[config.mk]
export PLATFORM = sky130hd
export DESIGN_NAME = multicycle_adder_sub_flat
export DESIGN_NICKNAME = d
export VERILOG_FILES = /design/src/rtl/multicycle_adder_sub_pkg.sv /design/src/rtl/multicycle_adder_sub_if.sv /design/src/rtl/multicycle_adder_sub_ripple.sv /design/src/rtl/multicycle_adder_sub.sv /design/src/flat_wrapper.sv
export SDC_FILE = /design/constraint.sdc
export NUM_CORES = 1
export LEC_CHECK = 0
export BUFFER_PORTS_ARGS = -buffer_cell sky130_fd_sc_hd__clkbuf_2
export CORE_ASPECT_RATIO = 0.7
export CORE_MARGIN = 1.5
export CORE_UTILIZATION = 55
export CTS_CLUSTER_DIAMETER = 30
export DETAILED_ROUTE_END_ITERATION = 7
export GPL_TIMING_DRIVEN = 0
export PLACE_DENSITY_LB_ADDON = 0.1
export SYNTH_ARGS = -nofsm -noshare
export SYNTH_HDL_FRONTEND = slang
export SYNTH_SLANG_ARGS = --single-unit
[constraint.sdc]
create_clock -name clk -period 4.23 [get_ports clk]
set_input_delay 0.2115 -clock clk [delete_from_list [all_inputs] [get_ports clk]]
set_output_delay 0.2115 -clock clk [all_outputs]
set_load 0.02 [all_outputs]
[src/rtl/multicycle_adder_sub_pkg.sv]
// Shared constants for the slice-serial adder/subtractor: FSM encoding and
// helpers that derive the slice count and slice-counter width.
package multicycle_adder_sub_pkg;

    localparam logic [1:0] IDLE = 2'd0;
    localparam logic [1:0] RUN  = 2'd1;
    localparam logic [1:0] DONE = 2'd2;

    localparam int DEF_WIDTH = 16;
    localparam int DEF_SLICE = 4;

    function automatic int nslice(input int width, input int slice);
        return width / slice;
    endfunction

    // A single-slice configuration still needs a 1-bit counter.
    function automatic int cnt_width(input int n);
        return (n <= 1) ? 1 : $clog2(n);
    endfunction

endpackage

[src/rtl/multicycle_adder_sub_if.sv]
// Operand/result handshake bundle between the producer, the serial adder and
// the consumer.
interface multicycle_adder_sub_if #(parameter int WIDTH = 16);

    logic             in_valid;
    logic             in_ready;
    logic [WIDTH-1:0] X;
    logic [WIDTH-1:0] Y;
    logic             SUB;
    logic             C_in;
    logic             out_valid;
    logic             out_ready;
    logic [WIDTH-1:0] Z;
    logic             C_out;
    logic             OVF;

    modport master (
        output in_valid, X, Y, SUB, C_in, out_ready,
        input  in_ready, out_valid, Z, C_out, OVF
    );

    modport slave (
        input  in_valid, X, Y, SUB, C_in, out_ready,
        output in_ready, out_valid, Z, C_out, OVF
    );

endinterface

[src/rtl/multicycle_adder_sub_ripple.sv]
// N-bit ripple-carry adder built from full adders; also exposes the carry
// into its top bit so the caller can derive signed overflow.
module full_adder (
    input  logic a,
    input  logic b,
    input  logic c_in,
    output logic s,
    output logic c_out
);
    assign s     = a ^ b ^ c_in;
    assign c_out = (a & b) | (c_in & (a ^ b));
endmodule

module ripple_adder_n_bit #(
    parameter int N = 4
) (
    input  logic [N-1:0] X,
    input  logic [N-1:0] Y,
    input  logic         C_in,
    output logic [N-1:0] Z,
    output logic         C_out,
    output logic         C_msb_in
);
    logic [N:0] carry;

    assign carry[0] = C_in;

    for (genvar i = 0; i < N; i++) begin : g_bit
        full_adder fa (
            .a     (X[i]),
            .b     (Y[i]),
            .c_in  (carry[i]),
            .s     (Z[i]),
            .c_out (carry[i+1])
        );
    end

    assign C_out    = carry[N];
    assign C_msb_in = carry[N-1];
endmodule

[src/rtl/multicycle_adder_sub.sv]
// Slice-serial adder/subtractor: one SLICE-bit ripple adder is reused over
// WIDTH/SLICE cycles with the carry held in a register between slices.
module multicycle_adder_sub
    import multicycle_adder_sub_pkg::*;
#(
    parameter int WIDTH = DEF_WIDTH,
    parameter int SLICE = DEF_SLICE
) (
    input logic clk,
    input logic rst,
    multicycle_adder_sub_if.slave bus
);

    localparam int NSLICE = nslice(WIDTH, SLICE);
    localparam int KW     = cnt_width(NSLICE);

    logic [1:0]       state;
    logic [KW-1:0]    k;
    logic [WIDTH-1:0] x_q;
    logic [WIDTH-1:0] y_q;
    logic             carry;
    logic [WIDTH-1:0] z_q;
    logic             c_out_q;
    logic             ovf_q;

    int               base;
    logic [SLICE-1:0] slice_x;
    logic [SLICE-1:0] slice_y;
    logic [SLICE-1:0] slice_sum;
    logic             slice_cout;
    logic             slice_cmsb;
    logic             last_slice;

    always_comb begin
        base       = int'(k) * SLICE;
        slice_x    = x_q[base +: SLICE];
        slice_y    = y_q[base +: SLICE];
        last_slice = (k == KW'(NSLICE - 1));
    end

    ripple_adder_n_bit #(.N(SLICE)) u_slice_adder (
        .X        (slice_x),
        .Y        (slice_y),
        .C_in     (carry),
        .Z        (slice_sum),
        .C_out    (slice_cout),
        .C_msb_in (slice_cmsb)
    );

    // Subtraction is folded into the operands at accept time, so RUN only
    // ever adds; the last slice's carries give C_out and signed overflow.
    always_ff @(posedge clk or posedge rst) begin
        if (rst) begin
            state   <= IDLE;
            k       <= '0;
            x_q     <= '0;
            y_q     <= '0;
            carry   <= 1'b0;
            z_q     <= '0;
            c_out_q <= 1'b0;
            ovf_q   <= 1'b0;
        end else begin
            case (state)
                IDLE: begin
                    if (bus.in_valid) begin
                        x_q   <= bus.X;
                        y_q   <= bus.SUB ? ~bus.Y : bus.Y;
                        carry <= bus.SUB ? ~bus.C_in : bus.C_in;
                        k     <= '0;
                        state <= RUN;
                    end
                end
                RUN: begin
                    z_q[base +: SLICE] <= slice_sum;
                    carry              <= slice_cout;
                    if (last_slice) begin
                        c_out_q <= slice_cout;
                        ovf_q   <= slice_cmsb ^ slice_cout;
                        k       <= '0;
                        state   <= DONE;
                    end else begin
                        k <= k + 1'b1;
                    end
                end
                DONE: begin
                    if (bus.out_ready) begin
                        state <= IDLE;
                    end
                end
                default: state <= IDLE;
            endcase
        end
    end

    assign bus.in_ready  = (state == IDLE);
    assign bus.out_valid = (state == DONE);
    assign bus.Z         = z_q;
    assign bus.C_out     = c_out_q;
    assign bus.OVF       = ovf_q;

endmodule

[src/flat_wrapper.sv]
// flat-port wrapper written by rule: the top's interface ports become plain ports
module multicycle_adder_sub_flat import multicycle_adder_sub_pkg::*;
#(
    parameter int WIDTH = DEF_WIDTH,
    parameter int SLICE = DEF_SLICE
)
  (clk, rst, bus_in_valid, bus_X, bus_Y, bus_SUB, bus_C_in, bus_out_ready, bus_in_ready, bus_out_valid, bus_Z, bus_C_out, bus_OVF);
  multicycle_adder_sub_if #(.WIDTH(WIDTH)) bus_i ();
  input logic clk;
  input logic rst;
  input wire logic [$bits(bus_i.in_valid)-1:0] bus_in_valid;
  input wire logic [$bits(bus_i.X)-1:0] bus_X;
  input wire logic [$bits(bus_i.Y)-1:0] bus_Y;
  input wire logic [$bits(bus_i.SUB)-1:0] bus_SUB;
  input wire logic [$bits(bus_i.C_in)-1:0] bus_C_in;
  input wire logic [$bits(bus_i.out_ready)-1:0] bus_out_ready;
  output wire logic [$bits(bus_i.in_ready)-1:0] bus_in_ready;
  output wire logic [$bits(bus_i.out_valid)-1:0] bus_out_valid;
  output wire logic [$bits(bus_i.Z)-1:0] bus_Z;
  output wire logic [$bits(bus_i.C_out)-1:0] bus_C_out;
  output wire logic [$bits(bus_i.OVF)-1:0] bus_OVF;
  assign bus_i.in_valid = bus_in_valid;
  assign bus_i.X = bus_X;
  assign bus_i.Y = bus_Y;
  assign bus_i.SUB = bus_SUB;
  assign bus_i.C_in = bus_C_in;
  assign bus_i.out_ready = bus_out_ready;
  assign bus_in_ready = bus_i.in_ready;
  assign bus_out_valid = bus_i.out_valid;
  assign bus_Z = bus_i.Z;
  assign bus_C_out = bus_i.C_out;
  assign bus_OVF = bus_i.OVF;
  multicycle_adder_sub #(.WIDTH(WIDTH), .SLICE(SLICE)) u_core (.clk(clk), .rst(rst), .bus(bus_i));
endmodule
==> metrics, run 1 <==
power density over cell area=826 nW/µm²; Starting DRT DRC Count=between 40 and 50; Final TNS setup=0 ns; gp weighted congestion=0.751; Vias/cell=approximately 5.3; Synth Warn #=0; worst hold path type=in -> reg; R2R depth=9; critical path type=reg -> reg; post-CTS setup buffer count=0; Post-Synth XOR/XNOR Area=5.55%; outcome=complete, no violations; WHS=approximately 0.11 ns; Avg WL per Cell=between 15 and 20 µm; Port Buf Inserts=56; CTS tree=yes; # nets final=between 300 and 400; slew margin rel.=between 60 and 70%; multiplexer area fraction after synthesis=a little over a quarter; # rows=21; Hold Violations, Final=0; Synth Register Bits=between 50 and 60; # setup viols final=0; Cells after DPL=around 320; Worst-Skew Late Latency=0.30 ns; Post-Layout Cell Count=approximately 330; antenna-violating nets left=0; CTS sink count=55; Max Freq=between 200 and 250 MHz; post_cts resized=0; Netlist cell types=26; CTS HTree Levels=2; max-cap violation count=0; Fin Clk Skew=about 0.0065 ns; Post-DP HPWL=about 4200 µm; Max FO, Critical Path=10; Finished Cell Area=3330 µm²; Synth Area in Simple Gates=a little under a tenth; Initial Util=~58%; Die ar.=roughly 5600 µm²; syn nets=241; Max Slew Vio Count=0; Worst Setup EP=u_core.bus.Z[11]; Lkg Pwr=about 1.6 nW; Min Clock Period, post-route=4.04 ns; Hold-fix buffers, CTS=1; Die Ht=63.2 µm; area share of fa/ha/maj cells after synthesis=5.46%; Slew @ Worst Pin=approximately 0.55 ns; Via Count=about 1700; Core ar.=4890 µm²; Worst EP required=between 4 and 5 ns; period utilization=95.4%; worst ir drop on vdd=0.000439 V; Root Buffer=clkbuf_8; Synth Area in Compound Gates=1.58%; Total GRT Usage=21.3%; Residual DRC=0; Routed Wire Length=between 5000 and 6000 µm; Reg-to-Reg End=u_core.bus.Z[11]; arrival time at the worst endpoint=between 4 and 5 ns; Pwr Total=approximately 2.7 mW; Crit. End Element=register; main combinational cell family by area after synthesis=multiplexers; Pre-antenna DRT Iters=4; sequential fraction of the synthesis area=around half; Area after DPL=between 3000 and 4000 µm²; Die X=~90 µm; Area Growth Syn to Fin=17.0%; share of cells above drive strength 1=51.9%; Netlist Area Pre-Place=2840 µm²; worst r2r src=u_core.k[0]; gr ovfl total=0; Avg Inst Size Synth=14.7 µm²; cells after synthesis=~190; Longest Clk Path Bufs=2; initial antenna violation count=0; Worst setup SP type=register; largest net degree at the start of global routing=36; Crit. Startpoint=u_core.k[0]; clock transition at the registers of the reported paths=0.09 ns; CTS buffer count=5; Ports=just under 60; r2r setup slk=roughly 0.19 ns; unrepaired setup endpoints after global routing=false; vias in the first global route=around 1700; first-pass GRT wire length=8940 µm; antenna cell count=0
[worst max-delay path, cell delays in order, from the launching register on]
cell	delay, ns
dfrtp_1	0.41
buf_2	0.28
buf_2	0.28
mux4_2	0.55
fa_1	0.42
fa_1	0.42
fa_1	0.45
fa_1	0.59
nor4bb_1	0.35
mux2_2	0.22
[power by group]
group	switching, mW	internal [mW]	total, mW
Clock	0.160	0.129	0.289
Sequential	0.138	0.762	0.900
Combinational	0.734	0.826	1.56
Total	1.03	1.72	2.75
[cell usage in the layout (no fill, tap or decap), drive strengths merged]
cell type     n
a21o          2
a221o         1
and3b         5
and4b         4
and4bb        1
buf          12
clkbuf       64
clkinv        1
dfrtp        55
dlygate4sd3   1
fa            4
ha            6
inv           5
mux2         50
mux4          8
nand2b        1
nand3b        2
nor2          1
nor2b         1
nor3b         1
nor4b         1
nor4bb       11
o21ai         1
o21bai        1
o31ai         1
xor2         18
[per-stage QoR]
step | setup slack, ns | utilization, %
floorplan | 0.663 | -
global placement | 0.281 | 65.7
detailed placement | 0.262 | 66.1
CTS | 0.235 | 68.1
global route | 0.0501 | 68.1
finish | 0.193 | 68.1
[worst min-delay path by stage]
stage / from / slack, ns / depth (start not counted) / endpoint
after global placement: bus_out_ready / 0.41 / 2 / u_core.state[1]
after global routing: bus_X[7] / 0.12 / 2 / u_core.x_q[7]
after CTS: bus_out_ready / 0.10 / 2 / u_core.state[1]
after floorplan: bus_out_ready / 0.32 / 1 / u_core.state[1]
final: bus_out_ready / 0.11 / 2 / u_core.state[1]
after detailed placement: rst / 0.24 / 2 / u_core.y_q[1]
[layer usage]
| metal | global-route usage (%) | part of all wire (%) | vias to the layer above |
|---|---|---|---|
| met5 | 0 | 0 | - |
| met4 | 4.04 | 0.33 | 0 |
| met3 | 4.46 | 6.0 | 2 |
| met2 | 30.5 | 43 | 51 |
| met1 | 33.8 | 50 | 865 |
| li1 | - | - | 830 |
[final cells by class]
class,count,area (µm²)
Buffer,13,81.3
Tap cell,69,86.3
Timing Repair Buffer,58,310
Multi-Input combinational cell,120,1370
Sequential cell,55,1380
Fill cell,373,1560
Clock buffer,6,82.6
Inverter,5,18.8
Clock inverter,1,5.00
[registers in the layout (all words and copies together), names as in the netlist]
register	cells
u_core.bus.Z	16
u_core.x_q	16
u_core.y_q	16
u_core.k	2
u_core.state	2
u_core.bus.C_out	1
u_core.bus.OVF	1
u_core.carry	1
[logic make-up after synthesis]
| logic type | count (synthesis) |
|---|---|
| AO/OA/AOI/OAI | 6 |
| flip-flops | 55 |
| adder cells (fa/ha/maj) | 10 |
| XOR/XNOR | 18 |
| AND/OR/NAND/NOR | 28 |
| buffers and inverters | 18 |
| multiplexers | 58 |
[Yosys cell counts]
cell type | number | area [µm²]
o21ai_0 | 1 | 5.00
mux2_1 | 2 | 22.5
nor3b_4 | 1 | 18.8
nor4bb_1 | 11 | 110
nand2b_1 | 1 | 6.26
nand3b_1 | 2 | 15.0
clkbuf_1 | 2 | 7.51
ha_1 | 6 | 75.1
xor2_1 | 18 | 158
and3b_1 | 5 | 43.8
nor4b_1 | 1 | 8.76
mux4_2 | 8 | 180
a21o_1 | 2 | 15.0
nor2b_1 | 1 | 6.26
dfrtp_1 | 55 | 1380
o21bai_1 | 1 | 7.51
buf_6 | 3 | 33.8
fa_1 | 4 | 80.1
nor2_1 | 1 | 3.75
mux2_2 | 48 | 541
a221o_1 | 1 | 10.0
buf_2 | 8 | 40.0
inv_1 | 5 | 18.8
and4bb_2 | 1 | 12.5
and4b_1 | 4 | 40.0
o31ai_1 | 1 | 7.51
Note: power is estimated with default switching activity, not from simulation.
==> run 2: changes to the inputs <==
Settings changed: CORE_MARGIN 1.5 to default, HOLD_SLACK_MARGIN from default to 0.12.
==> metrics, run 2 (synthesis results as in run 1) <==
outcome=complete, no violations; slowest CP cell=fa_1; Residual DRC=0; most frequent cells in the layout=clkbuf_2, dfrtp_1, mux2_2; Hold Violations, Final=0; Max FO, Critical Path=10; Setup WS post-layout=~0.29 ns; Worst EP required=4.48 ns; CTS sink count=55; Longest Clk Path Bufs=2; initial antenna violation count=0; Max Slew Vio Count=0; Clk pwr share=about a tenth; arrival time at the worst endpoint=between 4 and 5 ns; slew margin rel.=about 64%; Crit. Startpoint=u_core.k[0]; CTS tree=yes; Worst setup SP type=register; switching power share of the total=between 30 and 40%; Area Growth Syn to Fin=17.6%; crit path cell chain=buf_2 > buf_2 > mux4_2 > fa_1 > fa_1 > fa_1 > fa_1 > nor4bb_1 > mux2_2; critical path type=reg -> reg; Post-Layout Cell Count=approximately 330; Worst-Skew Late Latency=approximately 0.30 ns; Starting DRT DRC Count=44; Root Buffer=clkbuf_8; # rows=21; Max Freq=roughly 250 MHz; Reg-to-Reg End=u_core.bus.Z[3]; Total GRT Usage=between 20% and 30%; gr ovfl total=0; Most common cell on crit path=fa_1; Via Count=approximately 1800; period utilization=between 90% and 100%; CTS buffer count=5; Crit. End Element=register; Ports=just under 60; clock transition at the registers of the reported paths=around 0.090 ns; unrepaired setup endpoints after global routing=false; CTS HTree Levels=2; worst slack at placement=approximately 0.3 ns; antenna cell count=0; Comb pwr share=~57%; Lkg Pwr=around 1.6 nW; switching power=~1.0 mW; cell-internal power=around 1.7 mW; worst hold path type=in -> reg; hold path start=bus_X[15]; r2r setup slk=between 0.2 and 0.3 ns; power density over cell area=approximately 800 nW/µm²; first-pass GRT wire length=slightly above 9000 µm; vias in the first global route=~1800; Routed Wire Length=around 5300 µm; Pwr Total=about 2.7 mW; # nets final=a little over 300; antenna-violating nets left=0; Post-DP HPWL=approximately 4000 µm; Die ar.=between 5000 and 6000 µm²; Vias/cell=5.36; R2R depth=9; Final TNS setup=0 ns; Initial Util=58.5%; # setup viols final=0; Slew @ Worst Pin=0.541 ns; worst hold stages=2; Pre-antenna DRT Iters=4; Die X=roughly 88 µm; Avg WL per Cell=around 16 µm; Fin Clk Skew=0.00553 ns; sequential power share=between 30% and 40%; post_cts resized=0; worst ir drop on vdd=around 0.00043 V; worst r2r src=u_core.k[0]; Min Clock Period, post-route=~4 ns; Largest stage delay, worst path=0.59 ns; Port Buf Inserts=56; max-cap violation count=0; most common cell after layout, fill and taps aside=clkbuf_2; Core ar.=4860 µm²; gp weighted congestion=0.733; Die Ht=between 60 and 70 µm; share of cells above drive strength 1=50.8%; largest net degree at the start of global routing=34; Cells after DPL=~320; hold endpoint=u_core.x_q[15]
run 2: per-layer routing:
layer	vias up	GRT usage [%]	part of all wire, %
li1	831	-	-
met1	877	34.7	52
met2	47	31.4	42
met3	9	4.79	4.7
met4	0	6.15	1.3
met5	-	0	0
run 2: cell type report:
type | count | area (µm²)
multi-input combinational | 120 | 1370
sequential | 55 | 1380
timing repair buffer | 61 | 340
inverter | 5 | 18.8
buffer | 13 | 81.3
tap | 69 | 86.3
clock buffer | 6 | 72.6
fill | 376 | 1520
run 2: worst max path at each step:
stage	depth (start not counted)	slack (ns)	to
after global routing	9	0.08	u_core.bus.Z[15]
after detailed placement	9	0.31	u_core.bus.Z[15]
after global placement	9	0.33	u_core.bus.Z[7]
after floorplan	9	0.66	u_core.bus.Z[7]
after CTS	9	0.29	u_core.bus.Z[3]
final	9	0.29	u_core.bus.Z[3]
run 2: through the flow:
step	area [µm²]	utilization, %	hold slack [ns]
4_1_cts	3340	68.8	0.135
5_1_grt	3340	68.8	0.131
2_1_floorplan	2840	-	0.319
6_report	3340	68.8	0.141
3_3_place_gp	3210	66.0	0.413
3_5_place_dp	3230	66.4	0.259
run 2: what timing repair did:
item / in CTS / in global routing
endpoints found under the hold margin: 25 / 0
endpoints found under the setup margin: 0 / 0
buffers inserted: 0 / 0
hold buffers: 4 / 0
run 2: power by group through the flow:
stage / Combinational [mW] / Sequential, mW / Clock [mW]
2_1_floorplan: 1.11 / 0.930 / 0
3_3_place_gp: 1.52 / 0.897 / 0
3_5_place_dp: 1.55 / 0.906 / 0
4_1_cts: 1.55 / 0.896 / 0.273
5_1_grt: 1.68 / 0.929 / 0.298
6_report: 1.54 / 0.895 / 0.267
run 2: critical path: cells and delay by family, from the launching register on:
| family | cells | cell delay [ns] |
|---|---|---|
| and+or+nand+nor | 1 | 0.30 |
| DFF | 1 | 0.41 |
| muxes | 2 | 0.73 |
| adders and majority gates | 4 | 1.85 |
| buffers and inverters | 2 | 0.57 |
==> run 3: changes to the inputs <==
--- a/config.mk
+++ b/config.mk
@@ -9,3 +9,3 @@
 export CORE_ASPECT_RATIO = 0.7
-export CORE_UTILIZATION = 55
+export CORE_UTILIZATION = 44
 export CTS_CLUSTER_DIAMETER = 30
--- a/constraint.sdc
+++ b/constraint.sdc
@@ -3,2 +3,2 @@
 set_output_delay 0.2115 -clock clk [all_outputs]
-set_load 0.02 [all_outputs]
+set_load 0.005 [all_outputs]
==> metrics, run 3 (synthesis results as in run 1) <==
crit path cell chain=buf_2 > buf_2 > mux4_2 > fa_1 > fa_1 > fa_1 > fa_1 > and4b_1 > mux2_2; Die ar.=6790 µm²; vias in the first global route=roughly 1800; Core ar.=6250 µm²; Residual DRC=2; gr ovfl total=0; Crit. End Element=register; slew margin rel.=63.6%; CTS sink count=55; most frequent cells in the layout=clkbuf_2, dfrtp_1, mux2_2; Final Core Density=about 55%; Worst EP required=roughly 4.4 ns; Vias/cell=between 5 and 6; Slew @ Worst Pin=0.546 ns; antenna cell count=0; Fillers=between 500 and 600; Most common cell on crit path=fa_1; gp weighted congestion=approximately 0.72; # rows=24; period utilization=about 95%; Max FO, Critical Path=10; Pre-antenna DRT Iters=6; Post-Layout Cell Count=roughly 340; # setup viols final=0; Die Ht=a little under 70 µm; Starting DRT DRC Count=just over 60; # nets final=roughly 310; Max Freq=~250 MHz; Fin Clk Skew=between 0.007 and 0.008 ns; Min Clock Period, post-route=approximately 4 ns; slowest CP cell=mux4_2; family with the most delay on the worst path=adder cells; worst hold path type=in -> reg; share of cells above drive strength 1=50.6%; Max Slew Vio Count=0; Die X=a little under 100 µm; post_cts resized=0; Largest stage delay, worst path=0.56 ns; Total GRT Usage=between 10% and 20%; Via Count=roughly 1800; Worst-Skew Late Latency=0.31 ns; Bufs and invs on worst path=2; Worst setup SP type=register; antenna-violating nets left=0; Longest Clk Path Bufs=2; Lkg Pwr=roughly 1.7 nW; Routed Wire Length=~5800 µm; worst ir drop on vdd=around 0.00033 V; routing usage on met1=a little under a third; max-cap violation count=0; Avg WL per Cell=around 17 µm; r2r setup slk=0.23 ns; arrival time at the worst endpoint=between 4 and 5 ns; CTS HTree Levels=2; outcome=finished with violations; Hold-fix buffers, CTS=7; initial antenna violation count=0; Final TNS setup=0 ns; GR Layer Usage met2=25.0%; met3 Track Usage GR=roughly 3.9%; power density over cell area=816 nW/µm²; failing checks=design-rule violations; Post-DP HPWL=about 4300 µm; first-pass GRT wire length=just under 10000 µm; Hold Violations, Final=0; Cells after DPL=about 330; Initial Util=a little under half; unrepaired setup endpoints after global routing=false; CTS buffer count=5; Most Crowded Layer GR=met1; critical path type=reg -> reg; Ports=58; CTS tree=yes; post-CTS setup buffer count=0; clock transition at the registers of the reported paths=around 0.09 ns; most common cell after layout, fill and taps aside=clkbuf_2; largest net degree at the start of global routing=37; Port Buf Inserts=56; Root Buffer=clkbuf_8; Area Growth Syn to Fin=21.1%
run 3: changes by cell type in the layout (fill, tap and decap cells not counted):
| cell | change |
|---|---|
| dlygate4sd3_1 | +3 |
| bufinv_16 | +2 |
run 3: layout make-up:
type | instances | area [µm²] | area share (%)
Buffer | 13 | 81.3 | 2.36
Clock buffer | 6 | 72.6 | 2.11
Clock inverter | 2 | 60.1 | 1.74
Inverter | 5 | 18.8 | 0.545
Multi-Input combinational cell | 120 | 1370 | 39.7
Sequential cell | 55 | 1380 | 40.0
Tap cell | 78 | 97.6 | 2.83
Timing Repair Buffer | 64 | 370 | 10.8
run 3: per-stage QoR:
| step | hold WS [ns] | power, mW | setup WS [ns] | cell area [µm²] |
|---|---|---|---|---|
| 3_3_place_gp | 0.409 | 2.38 | 0.302 | 3220 |
| 4_1_cts | 0.122 | 2.84 | 0.216 | 3440 |
| 5_1_grt | 0.126 | 3.03 | 0.0615 | 3440 |
| 6_report | 0.131 | 2.81 | 0.229 | 3440 |
| 3_5_place_dp | 0.239 | 2.41 | 0.236 | 3240 |
| 2_1_floorplan | 0.319 | 1.97 | 0.663 | 2840 |
run 3: final timing paths:
path,cells past startpoint,to,startpoint
worst min-delay path,2,u_core.x_q[5],bus_X[5]
max in group asynchronous,4,u_core.x_q[3],rst
worst max register to register,9,u_core.bus.Z[7],u_core.k[0]
worst max-delay path,9,u_core.bus.Z[7],u_core.k[0]
worst min register to register,1,u_core.x_q[11],u_core.x_q[11]
min in group asynchronous,3,u_core.y_q[5],rst
run 3: routing by layer:
metal  part of all wire (%)  routed length [µm]
met1                     54                3140
met2                     41                2370
met3                    3.5                 204
met4                   0.99                  57
met5                      0                   0
run 3: report_power, final:
group          internal [mW]  switching (mW)  leakage [nW]
clock                  0.237           0.171        0.0654
sequential             0.762           0.126         0.682
combinational          0.831           0.684         0.903
total                   1.83           0.982          1.65
